`config.mk`:
```
export PLATFORM = sky130hd
export DESIGN_NAME = lab5_counter
export DESIGN_NICKNAME = d
export VERILOG_FILES = /design/src/rtl/lab5_counter.sv
export SDC_FILE = /design/constraint.sdc
export NUM_CORES = 1
export LEC_CHECK = 0
export ABC_AREA = 1
export CAP_MARGIN = 30
export CORE_ASPECT_RATIO = 2
export CORE_MARGIN = 2
export CORE_UTILIZATION = 54
export CTS_BUF_LIST = sky130_fd_sc_hd__clkbuf_16
export CTS_CLUSTER_DIAMETER = 200
export CTS_CLUSTER_SIZE = 28
export DETAILED_ROUTE_END_ITERATION = 7
export PLACE_DENSITY_LB_ADDON = 0.1
export REMOVE_ABC_BUFFERS = 1
export SLEW_MARGIN = 10
export SYNTH_ARGS = -nofsm -noshare
export SYNTH_HDL_FRONTEND = slang
export SYNTH_SLANG_ARGS = --single-unit
```
`constraint.sdc`:
```
create_clock -name clk -period 1.6 [get_ports clk]
set_input_delay 0.32 -clock clk [delete_from_list [all_inputs] [get_ports clk]]
set_output_delay 0.32 -clock clk [all_outputs]
set_load 0.01 [all_outputs]
```
`src/rtl/lab5_counter.sv`:
```
// Run/pause/step 3-bit digit counter with prescaled auto-advance.
// Buttons are synchronized and edge-detected into one-cycle press pulses.
module lab5_counter #(
  parameter int unsigned DIV_MAX = 50_000_000
) (
  input  logic       clk,
  input  logic       rst_n,
  input  logic       btn_run,
  input  logic       btn_step,
  input  logic       dir_down,
  input  logic       clr,
  output logic [2:0] cnt,
  output logic       tick,
  output logic       wrap,
  output logic [1:0] state
);

  localparam int unsigned PW = (DIV_MAX > 1) ? $clog2(DIV_MAX) : 1;
  localparam logic [PW-1:0] TERM = PW'(DIV_MAX - 1);

  typedef enum logic [1:0] {
    IDLE  = 2'b00,
    RUN   = 2'b01,
    PAUSE = 2'b10
  } state_t;

  state_t        cur, nxt;
  logic [PW-1:0] presc, presc_n;
  logic [2:0]    cnt_n;
  logic          tick_n, wrap_n;

  // [0],[1] synchronizer stages, [2] previous synchronized level
  logic [2:0] run_sh, step_sh;
  logic [1:0] vld;
  logic       run_armed, step_armed;
  logic       run_p, step_p;

  // A button seen high once the synchronizer holds real data must be seen
  // low before it may pulse, so a press held through reset is ignored.
  always_ff @(posedge clk or negedge rst_n) begin
    if (!rst_n) begin
      run_sh     <= '0;
      step_sh    <= '0;
      vld        <= '0;
      run_armed  <= 1'b0;
      step_armed <= 1'b0;
    end else begin
      run_sh     <= {run_sh[1:0], btn_run};
      step_sh    <= {step_sh[1:0], btn_step};
      vld        <= {vld[0], 1'b1};
      run_armed  <= run_armed  | (vld[1] & ~run_sh[1]);
      step_armed <= step_armed | (vld[1] & ~step_sh[1]);
    end
  end

  assign run_p  = run_sh[1]  & ~run_sh[2]  & run_armed;
  assign step_p = step_sh[1] & ~step_sh[2] & step_armed;

  always_ff @(posedge clk or negedge rst_n) begin
    if (!rst_n) begin
      cur   <= IDLE;
      cnt   <= '0;
      presc <= '0;
      tick  <= 1'b0;
      wrap  <= 1'b0;
    end else begin
      cur   <= nxt;
      cnt   <= cnt_n;
      presc <= presc_n;
      tick  <= tick_n;
      wrap  <= wrap_n;
    end
  end

  always_comb begin
    logic adv;
    nxt     = cur;
    cnt_n   = cnt;
    presc_n = presc;
    tick_n  = 1'b0;
    adv     = 1'b0;

    if (clr) begin
      nxt     = IDLE;
      cnt_n   = '0;
      presc_n = '0;
    end else begin
      unique case (cur)
        IDLE: begin
          cnt_n   = '0;
          presc_n = '0;
          if (run_p) begin
            nxt = RUN;
          end else if (step_p) begin
            adv = 1'b1;
            nxt = PAUSE;
          end
        end
        RUN: begin
          if (presc == TERM) begin
            presc_n = '0;
            // A pause request on the terminal cycle wins over the advance
            if (run_p) begin
              nxt = PAUSE;
            end else begin
              adv    = 1'b1;
              tick_n = 1'b1;
            end
          end else begin
            presc_n = presc + PW'(1);
            if (run_p) nxt = PAUSE;
          end
        end
        PAUSE: begin
          if (run_p) begin
            nxt = RUN;
          end else if (step_p) begin
            adv = 1'b1;
          end
        end
        default: begin
          nxt     = IDLE;
          cnt_n   = '0;
          presc_n = '0;
        end
      endcase
    end

    wrap_n = 1'b0;
    if (adv) begin
      if (dir_down) begin
        cnt_n  = cnt - 3'd1;
        wrap_n = (cnt == 3'd0);
      end else begin
        cnt_n  = cnt + 3'd1;
        wrap_n = (cnt == 3'd7);
      end
    end
  end

  assign state = cur;

endmodule

```
==> flow_summary.yaml, run 1 <==
synth:
  synth_cell_types: 29
  yosysWarnings: 0
  syn_area_um2: 2410
  ys_seq_elements: 43
  synth_area_per_cell_um2: 7.43
  syn_inst: 325
  yosysSeqAreaShare: 0.446
cts:
  cts.sinks: 43
  cts.clk_slew.worst_paths_ns: 0.06
  htree_levels: 2
  cts-root-buf: "clkbuf_16"
  worstSkewPairLatency_ns: 0.29
  clockBufferDepth: 2
  cts_tree: "done"
  cts_buffers: 5
setup_path:
  critPathArrivalTime_ns: 1.89
  end_kind: "flip-flop"
  crit_type: "flip-flop to flip-flop"
  r2r_end: "presc[20]"
  crit_path_start_kind: "flip-flop"
  cp.required_ns: 1.82
  r2r-start: "presc[0]"
  rr_worst_depth: 11
  r2r_slack_ns: -0.07
  crit_path_max_fanout: 4
die:
  start_util: 0.556
  dieWidth_um: 51.3
  die-height_um: 98.5
  ios: 13
  die_area_um2: 5050
  row_count: 34
  fp.coreArea_um2: 4340
final_layout:
  areaGrowthSynthToFinish_pct: 35.9
  fin_area_um2: 3280
  nNetsFinal: 400
  diodes: 0
  fillerInstances: 352
  drive_gt1_frac: 0.244
  post-route-util: 0.756
sta:
  drv_slew: 0
  finalCriticalPeriod_ns: 1.67
  setup_tns_ns: -0.823
  finalHoldViolations: 0
  setup_viol: 17
  period_share: 1.04
  rsz0062_at_grt: "yes"
  setup_slack_ns: -0.0701
  fmax_mhz: 599
  skew_ns: 0.00714
hold_path:
  min_path_type: "flip-flop to flip-flop"
  whs_endpoint: "step_sh[1]"
  min_from: "step_sh[0]"
  whs_path_depth: 0
grt:
  grt_pass1_wl_um: 10400
  track_usage: 0.275
  grt_pass1_vias: 2407
  grt_max_degree: 26
  antenna_found_initial: 0
  overflow: 0
flow_run:
  cap_violations: 0
pwr:
  combPwrFrac: 0.287
  seqPwrFrac: 0.382
  p_per_area_nw_per_um2: 933
  cellLeakagePower_nw: 1.47
  p_sw_mw: 0.947
  netSwitchingFraction: 0.310
  internal-power_mw: 2.11
  clkPwrFrac: 0.332
  vdd_drop_max_uv: 618
placed_design:
  io_buffers: 12
  place_area_um2: 2890
  place_hpwl_um: 4780
  gp_congestion: 0.959
routing:
  wirelength_um: 6560
  vias: 2384
  drt-vias-per-instance: 5.38
  ant_nets: 0
  dr.pass1.iters: 4
  initialDrtViolationCount: 70
  avgRoutedWirePerCell_um: 14.8
  drcViolationCount: 0
outcome:
  violations: "setup timing"
  status: "finished with violations"
==> power groups by stage <==
stage / registers [mW] / logic [mW] / clock network [mW]
2_1_floorplan: 1.21 / 0.312 / 0
3_3_place_gp: 1.18 / 0.749 / 0
3_5_place_dp: 1.19 / 0.759 / 0
4_1_cts: 1.17 / 0.756 / 1.04
5_1_grt: 1.17 / 0.948 / 1.09
6_report: 1.17 / 0.877 / 1.01
==> worst max-delay path, stage by stage (launching register included) <==
cell and delay [ns]:
dfrtp_1 0.41, ha_4 0.17, nand2_4 0.06, nor2_4 0.16, buf_4 0.14, nand2_2 0.07, nor3b_2 0.19, buf_4 0.15
nand2_1 0.05, nand2_1 0.07, nand3_1 0.07, nand2_1 0.06
==> cells in the final DEF, fill, tap and decap left out, types with 2 or more instances in the layout <==
master / synthesis / final
clkinvlp_4: 0 / 2
clkbuf_16: 0 / 6
nand2_2: 2 / 9
buf_12: 0 / 3
xor2_1: 7 / 6
a21oi_1: 3 / 2
nor2_2: 1 / 10
nand3_1: 30 / 29
dfrtp_1: 43 / 43
nand2_1: 86 / 78
ha_1: 5 / 4
clkdlybuf4s50_1: 0 / 9
xnor2_1: 4 / 3
inv_2: 2 / 2
dlygate4sd2_1: 0 / 2
nor2_4: 3 / 9
nor3_1: 7 / 6
nand4_1: 10 / 10
nand3b_1: 2 / 2
o21ai_0: 11 / 10
buf_4: 1 / 42
nor2_1: 62 / 47
inv_1: 35 / 35
==> cell type report <==
class                           count  area (um^2)  area share
Multi-Input combinational cell    241         1320       0.403
Sequential cell                    43         1080       0.328
Timing Repair Buffer               59          523       0.159
Inverter                           38          143      0.0435
Clock buffer                        5          125      0.0382
Tap cell                           54         67.6      0.0206
Clock inverter                      3         23.8     0.00725
==> cell families after synthesis <==
logic type                 share of synthesized area
xor gates and xnor gates                      0.0399
buffers and inverters                         0.0689
adders and majority gates                     0.0342
muxes                                        0.00415
other                                        0.00155
AOI/OAI and AO/OA                             0.0415
DFF                                            0.446
and+or+nand+nor                                0.364
==> through the flow <==
| stage | power (mW) | hold slack (ns) | cells | setup slack (ns) |
|---|---|---|---|---|
| finish | 3.06 | 0.350 | 443 | -0.0701 |
| global placement | 1.93 | 0.288 | 425 | -0.0688 |
| CTS | 2.96 | 0.349 | 437 | -0.0381 |
| floorplan | 1.52 | 0.0244 | 322 | -0.878 |
| detailed placement | 1.94 | 0.292 | 425 | -0.127 |
| global route | 3.21 | 0.371 | 443 | -0.194 |
==> how the worst max path moves through the flow <==
stage                         from         to  cells past startpoint
after floorplan           state[0]  presc[14]                      8
after global placement    dir_down     cnt[2]                      6
after detailed placement  dir_down     cnt[2]                      6
after CTS                 presc[0]  presc[18]                     11
after global routing      presc[0]  presc[16]                     10
final                     presc[0]  presc[20]                     11
==> state kept, by name, indices dropped and copies added, names as in the netlist <==
register	flops
step_sh	3
presc	26
step_armed	1
tick	1
run_armed	1
vld	2
wrap	1
state	2
cnt	3
run_sh	3
==> synth_stat cells <==
library cell	count	area, um^2
a21o_1	1	7.51
a21oi_1	3	15.0
buf_2	1	5.00
buf_4	1	7.51
buf_6	1	11.3
clkinv_1	1	3.75
conb_1	1	3.75
dfrtp_1	43	1080
fa_1	1	20.0
ha_1	5	62.6
inv_1	35	131
inv_2	2	7.51
mux2i_1	1	10.0
nand2_1	86	323
nand2_2	2	12.5
nand3_1	30	150
nand3b_1	2	15.0
nand4_1	10	62.6
nor2_1	62	233
nor2_2	1	6.26
nor2_4	3	33.8
nor3_1	7	35.0
nor3b_1	1	7.51
o21ai_0	11	55.1
o21bai_1	1	7.51
o22ai_1	1	6.26
o32ai_1	1	8.76
xnor2_1	4	35.0
xor2_1	7	61.3
==> metal layers <==
layer | wire length, um | up-vias | global-route usage
met2 | 3580 | 80 | 0.505
met3 | 227 | 30 | 0.0379
met1 | 2370 | 1113 | 0.276
met4 | 379 | 0 | 0.170
met5 | 0 | - | 0
li1 | - | 1161 | -
==> timing repair <==
item | CTS | global route
buffers inserted | 3 | 5
endpoints found under the hold margin | 18 | 0
hold buffers | 1 | 0
gates cloned | 0 | 1
gates resized for setup | 6 | 37
endpoints found under the setup margin | 28 | 31
pin swaps | 4 | 10
Note: power is estimated with default switching activity, not from simulation.
==> inputs of run 2 (changes only) <==
ABC_AREA = default   (was 1)
CORE_UTILIZATION = 53   (was 54)
==> flow_summary.yaml, run 2 <==
routing:
  wirelength_um: 6500
  ant_nets: 0
  initialDrtViolationCount: 42
  drcViolationCount: 0
  avgRoutedWirePerCell_um: 17.6
  vias: 2116
  dr.pass1.iters: 4
  drt-vias-per-instance: 5.73
setup_path:
  crit_path_max_fanout: 4
  crit_path_start_kind: "flip-flop"
  r2r_slack_ns: -0.42
  r2r-start: "presc[9]"
  r2r_end: "cnt[2]"
  critPathArrivalTime_ns: 2.19
  rr_worst_depth: 6
  cp.required_ns: 1.77
  end_kind: "flip-flop"
  crit_type: "flip-flop to flip-flop"
synth:
  yosysMostFrequentCell: "dfrtp_1"
  syn_area_um2: 2210
  syn_inst: 229
  synth_area_per_cell_um2: 9.64
  yosysSeqAreaShare: 0.488
  ys_seq_elements: 43
  synth_area_leaders: "dfrtp_1 49%, nor2_1 4.9%, xnor2_1 4.4%"
  async_reset_ff_frac: 1.00
  synth_cell_types: 43
  synth_top_area_share: 0.488
  synth_edf_count: 0
  yosysWarnings: 0
  synth-main-ff-cell: "dfrtp_1"
  yosysTopAreaCell: "dfrtp_1"
  synth_common_cells: "43 x dfrtp_1, 29 x nor2_1, 19 x nand2_1"
sta:
  finalCriticalPeriod_ns: 2.02
  fin_hold_ws_ns: 0.0983
  finalHoldViolations: 0
  setup_slack_ns: -0.423
  rsz0062_at_grt: "yes"
  skew_ns: 0.00841
  fmax_mhz: 494
  maxSlewHeadroom: 0.629
  worst_slew_pin_slew_ns: 0.556
  period_share: 1.26
  setup_viol: 33
  drv_slew: 0
  setup_tns_ns: -10.76
pwr:
  p_per_area_nw_per_um2: 1080
  p_sw_mw: 1.11
  internal-power_mw: 2.53
  seqPwrFrac: 0.320
  clkPwrFrac: 0.325
  vdd_drop_max_uv: 862
  combPwrFrac: 0.355
  netSwitchingFraction: 0.305
  cellLeakagePower_nw: 1.46
hold_path:
  min_path_type: "input pin to asynchronous set/reset pin"
die:
  die_area_um2: 4730
  dieWidth_um: 49.6
  ios: 13
  fp.coreArea_um2: 4050
  row_count: 33
  start_util: 0.545
  die-height_um: 95.3
final_layout:
  nNetsFinal: 328
  areaGrowthSynthToFinish_pct: 52.8
  mostFrequentLayoutCell: "buf_4"
  diodes: 0
  mostFrequentLayoutCells: "64 x buf_4, 42 x dfrtp_1, 19 x nand2_1, 17 x nor2_1, 12 x nand3_1"
  largest_reg_flops: 26
  largest_register: "presc"
  drive_gt1_frac: 0.438
flow_run:
  cap_violations: 0
cts:
  cts-root-buf: "clkbuf_16"
  cts_buffers: 5
  cts.clk_slew.worst_paths_ns: 0.07
  clockBufferDepth: 2
  cts.sinks: 43
  cts_hold_buf: 0
  cts_tree: "done"
  htree_levels: 2
  worstSkewPairLatency_ns: 0.29
grt:
  grt_util_met1: 0.273
  busiest_layer: "met2"
  grtUsageMet2: 0.542
  overflow: 0
  grt_pass1_wl_um: 9830
  grt_max_degree: 44
  track_usage: 0.279
  grt_pass1_vias: 2132
  use_met3: 0.0455
  antenna_found_initial: 0
placed_design:
  io_buffers: 12
  place_hpwl_um: 3830
  gp_congestion: 0.910
outcome:
  status: "finished with violations"
  violations: "setup timing"
## run 2: changes by cell type after synthesis, moves of 6 or more
cell / change
a21oi_1: +6
inv_1: -23
nand2_1: -67
nand3_1: -18
nor2_1: -33
o21ai_0: -8
or3_1: +6
or4_1: +7
xnor2_1: +7
## run 2: kinds of logic (layout without fill, tap and decap cells)
logic type,Yosys count,after routing,share of synthesized area
other,1,1,0.00170
XOR/XNOR,17,17,0.0675
flip-flops,43,43,0.488
AO/OA/AOI/OAI,32,32,0.0975
adder cells (fa/ha/maj),6,6,0.0374
buffers and inverters,18,106,0.0334
multiplexers,3,3,0.0136
AND/OR/NAND/NOR,109,109,0.261
## run 2: what timing repair did
action / CTS / global route
setup buffers: 8 / 5
gates cloned: 0 / 1
setup endpoints to repair: 36 / 35
gates resized for setup: 39 / 41
pin swaps: 21 / 17
## run 2: worst max-delay path: stages (launching register included)
cell     delay (ns)
dfrtp_1        0.41
or3_4          0.42
nor4_4         0.31
buf_4          0.17
a41oi_2        0.11
or2_4          0.31
a31o_1         0.18
## run 2: worst max-delay path by stage
stage	from	to	slack (ns)	cells after the start
global placement	clr	presc[16]	-0.54	6
CTS	presc[0]	presc[21]	-0.40	7
global route	presc[9]	presc[24]	-0.51	8
detailed placement	clr	presc[14]	-0.61	6
finish	presc[9]	cnt[2]	-0.42	6
floorplan	state[0]	presc[16]	-0.66	7
## run 2: per-stage QoR
stage / setup WS [ns] / instance area (um^2) / instances / utilization / power [mW]
floorplan: -0.661 / 2180 / 223 / - / 1.54
global placement: -0.536 / 2840 / 350 / 0.703 / 2.00
detailed placement: -0.613 / 2840 / 350 / 0.703 / 2.02
CTS: -0.403 / 3200 / 365 / 0.790 / 3.40
global route: -0.505 / 3370 / 369 / 0.834 / 3.79
finish: -0.423 / 3370 / 369 / 0.834 / 3.64
## run 2: power groups by stage
stage	Clock [mW]	Combinational [mW]	Sequential, mW
finish	1.18	1.29	1.17
CTS	1.20	1.04	1.16
global route	1.24	1.37	1.17
floorplan	0	0.321	1.22
global placement	0	0.829	1.17
detailed placement	0	0.841	1.18
## run 2: routing by layer
layer | routed length, um | vias up
met5 | 0 | -
met4 | 333 | 0
met3 | 206 | 30
met2 | 3740 | 62
met1 | 2220 | 1044
li1 | - | 980
## run 2: final cells by class
class,instances,area (um^2)
timing repair buffer,86,716
inverter,12,45.0
clock buffer,5,125
fill,215,673
multi-input combinational,168,1300
tap,52,65.1
clock inverter,3,46.3
sequential,43,1080
==> inputs of run 3 (changes only) <==
CELL_PAD_IN_SITES_DETAIL_PLACEMENT = 1   (was default)
CELL_PAD_IN_SITES_GLOBAL_PLACEMENT = 1   (was default)
CORE_UTILIZATION = 41   (was 53)
CTS_CLUSTER_SIZE = 16   (was 28)
HOLD_SLACK_MARGIN = 0.12   (was default)
==> flow_summary.yaml, run 3 (synthesis gave the netlist of run 2 again) <==
outcome:
  status: "finished with violations"
  violations: "setup timing"
setup_path:
  cp.required_ns: 1.77
  cp_top_family: "simple AND/OR/NAND/NOR gates"
  path_cells: "or4_4, nor4_4, a41oi_2, buf_4, or2_4, a31o_1"
  critPathArrivalTime_ns: 2.38
  cpPeakStageDelay_ns: 0.56
  cp.buffers_inverters: 1
  cp_slowest_cell: "or4_4"
  r2r_end: "cnt[2]"
  r2r_slack_ns: -0.61
  r2r-start: "presc[16]"
  crit_path_start_kind: "flip-flop"
  crit_path_max_fanout: 4
  rr_worst_depth: 6
  cp_num_cells: 6
  end_kind: "flip-flop"
  crit_type: "flip-flop to flip-flop"
hold_path:
  min_path_type: "flip-flop to flip-flop"
  whs_path_depth: 0
  whs_endpoint: "vld[1]"
  min_from: "vld[0]"
sta:
  setup_viol: 33
  finalCriticalPeriod_ns: 2.21
  setup_tns_ns: -16.95
  worst_slew_pin_slew_ns: 0.538
  period_share: 1.38
  skew_ns: 0.00581
  maxSlewHeadroom: 0.638
  setup_slack_ns: -0.611
  fmax_mhz: 452
  rsz0062_at_grt: "yes"
  finalHoldViolations: 0
  drv_slew: 0
grt:
  track_usage: 0.267
  antenna_found_initial: 0
  overflow: 0
  grt_max_degree: 18
  grt_pass1_wl_um: 12000
  grt_pass1_vias: 2434
final_layout:
  diodes: 0
  fillerInstances: 558
  fin_area_um2: 3430
  largest_reg_flops: 26
  drive_gt1_frac: 0.434
  areaGrowthSynthToFinish_pct: 55.6
  largest_register: "presc"
  nNetsFinal: 331
  mostFrequentLayoutCells: "63 x buf_4, 43 x dfrtp_1, 19 x nand2_1, 12 x inv_1, 12 x nor2_1"
  mostFrequentLayoutCell: "buf_4"
die:
  die_area_um2: 6020
  start_util: 0.426
  dieWidth_um: 55.9
  ios: 13
  die-height_um: 108
  fp.coreArea_um2: 5180
  row_count: 37
routing:
  ant_nets: 0
  drcViolationCount: 0
  drt-vias-per-instance: 5.71
  vias: 2158
  dr.pass1.iters: 4
  initialDrtViolationCount: 61
  wirelength_um: 8070
  avgRoutedWirePerCell_um: 21.3
cts:
  worstSkewPairLatency_ns: 0.29
  cts_tree: "done"
  cts_buffers: 5
  cts.clk_slew.worst_paths_ns: 0.06
  cts-root-buf: "clkbuf_16"
  clockBufferDepth: 2
  htree_levels: 2
  cts.sinks: 43
flow_run:
  cap_violations: 0
pwr:
  p_per_area_nw_per_um2: 1050
  cellLeakagePower_nw: 1.45
  finalPower_mw: 3.60
  vdd_drop_max_uv: 816
placed_design:
  place_hpwl_um: 5060
  place_area_um2: 2850
  io_buffers: 12
  detailedPlace.worstSlack_ns: -0.734
  gp_congestion: 0.814
[run 3: changes by cell type in the layout (fill, tap and decap cells not counted), moves of 2 or more]
cell	before	now
nor2_4	4	10
buf_6	8	11
nor3_1	4	6
nor2_1	17	12
dlygate4sd2_1	2	4
[run 3: worst max path at each step]
stage,from,to,slack (ns)
after floorplan,state[0],presc[16],-0.66
after global placement,clr,presc[24],-0.56
after detailed placement,clr,presc[24],-0.73
after CTS,presc[16],presc[22],-0.44
after global routing,presc[16],cnt[2],-0.66
final,presc[16],cnt[2],-0.61
[run 3: where the power goes]
part / total, mW / internal (mW) / switching, mW
Clock: 1.01 / 0.570 / 0.440
Sequential: 1.16 / 1.13 / 0.0272
Combinational: 1.43 / 0.692 / 0.738
[run 3: layout make-up]
class	count	area, um^2	share of cell area
clock inverter	3	16.3	0.00474
tap	58	72.6	0.0211
inverter	12	47.5	0.0138
multi-input combinational	168	1340	0.391
sequential	43	1080	0.313
clock buffer	5	125	0.0364
timing repair buffer	89	752	0.219
[run 3: per-stage QoR]
stage,utilization,hold WS (ns),cells
2_1_floorplan,-,0.0244,223
3_3_place_gp,0.549,0.267,357
3_5_place_dp,0.549,0.278,357
4_1_cts,0.625,0.355,373
5_1_grt,0.662,0.362,378
6_report,0.662,0.357,378
[run 3: timing repair]
action,CTS,global route
hold endpoints to repair,15,0
resized for setup,54,38
hold buffers,1,0
setup buffers,6,5
setup endpoints to repair,38,33
pin swaps,31,22
cloned,1,0
[run 3: routing by layer]
layer  share of wire  global-route usage  vias up
li1                -                   -      982
met1            0.33               0.239     1102
met2            0.61               0.551       47
met3           0.018              0.0397       27
met4           0.046               0.129        0
met5               0                   0        -
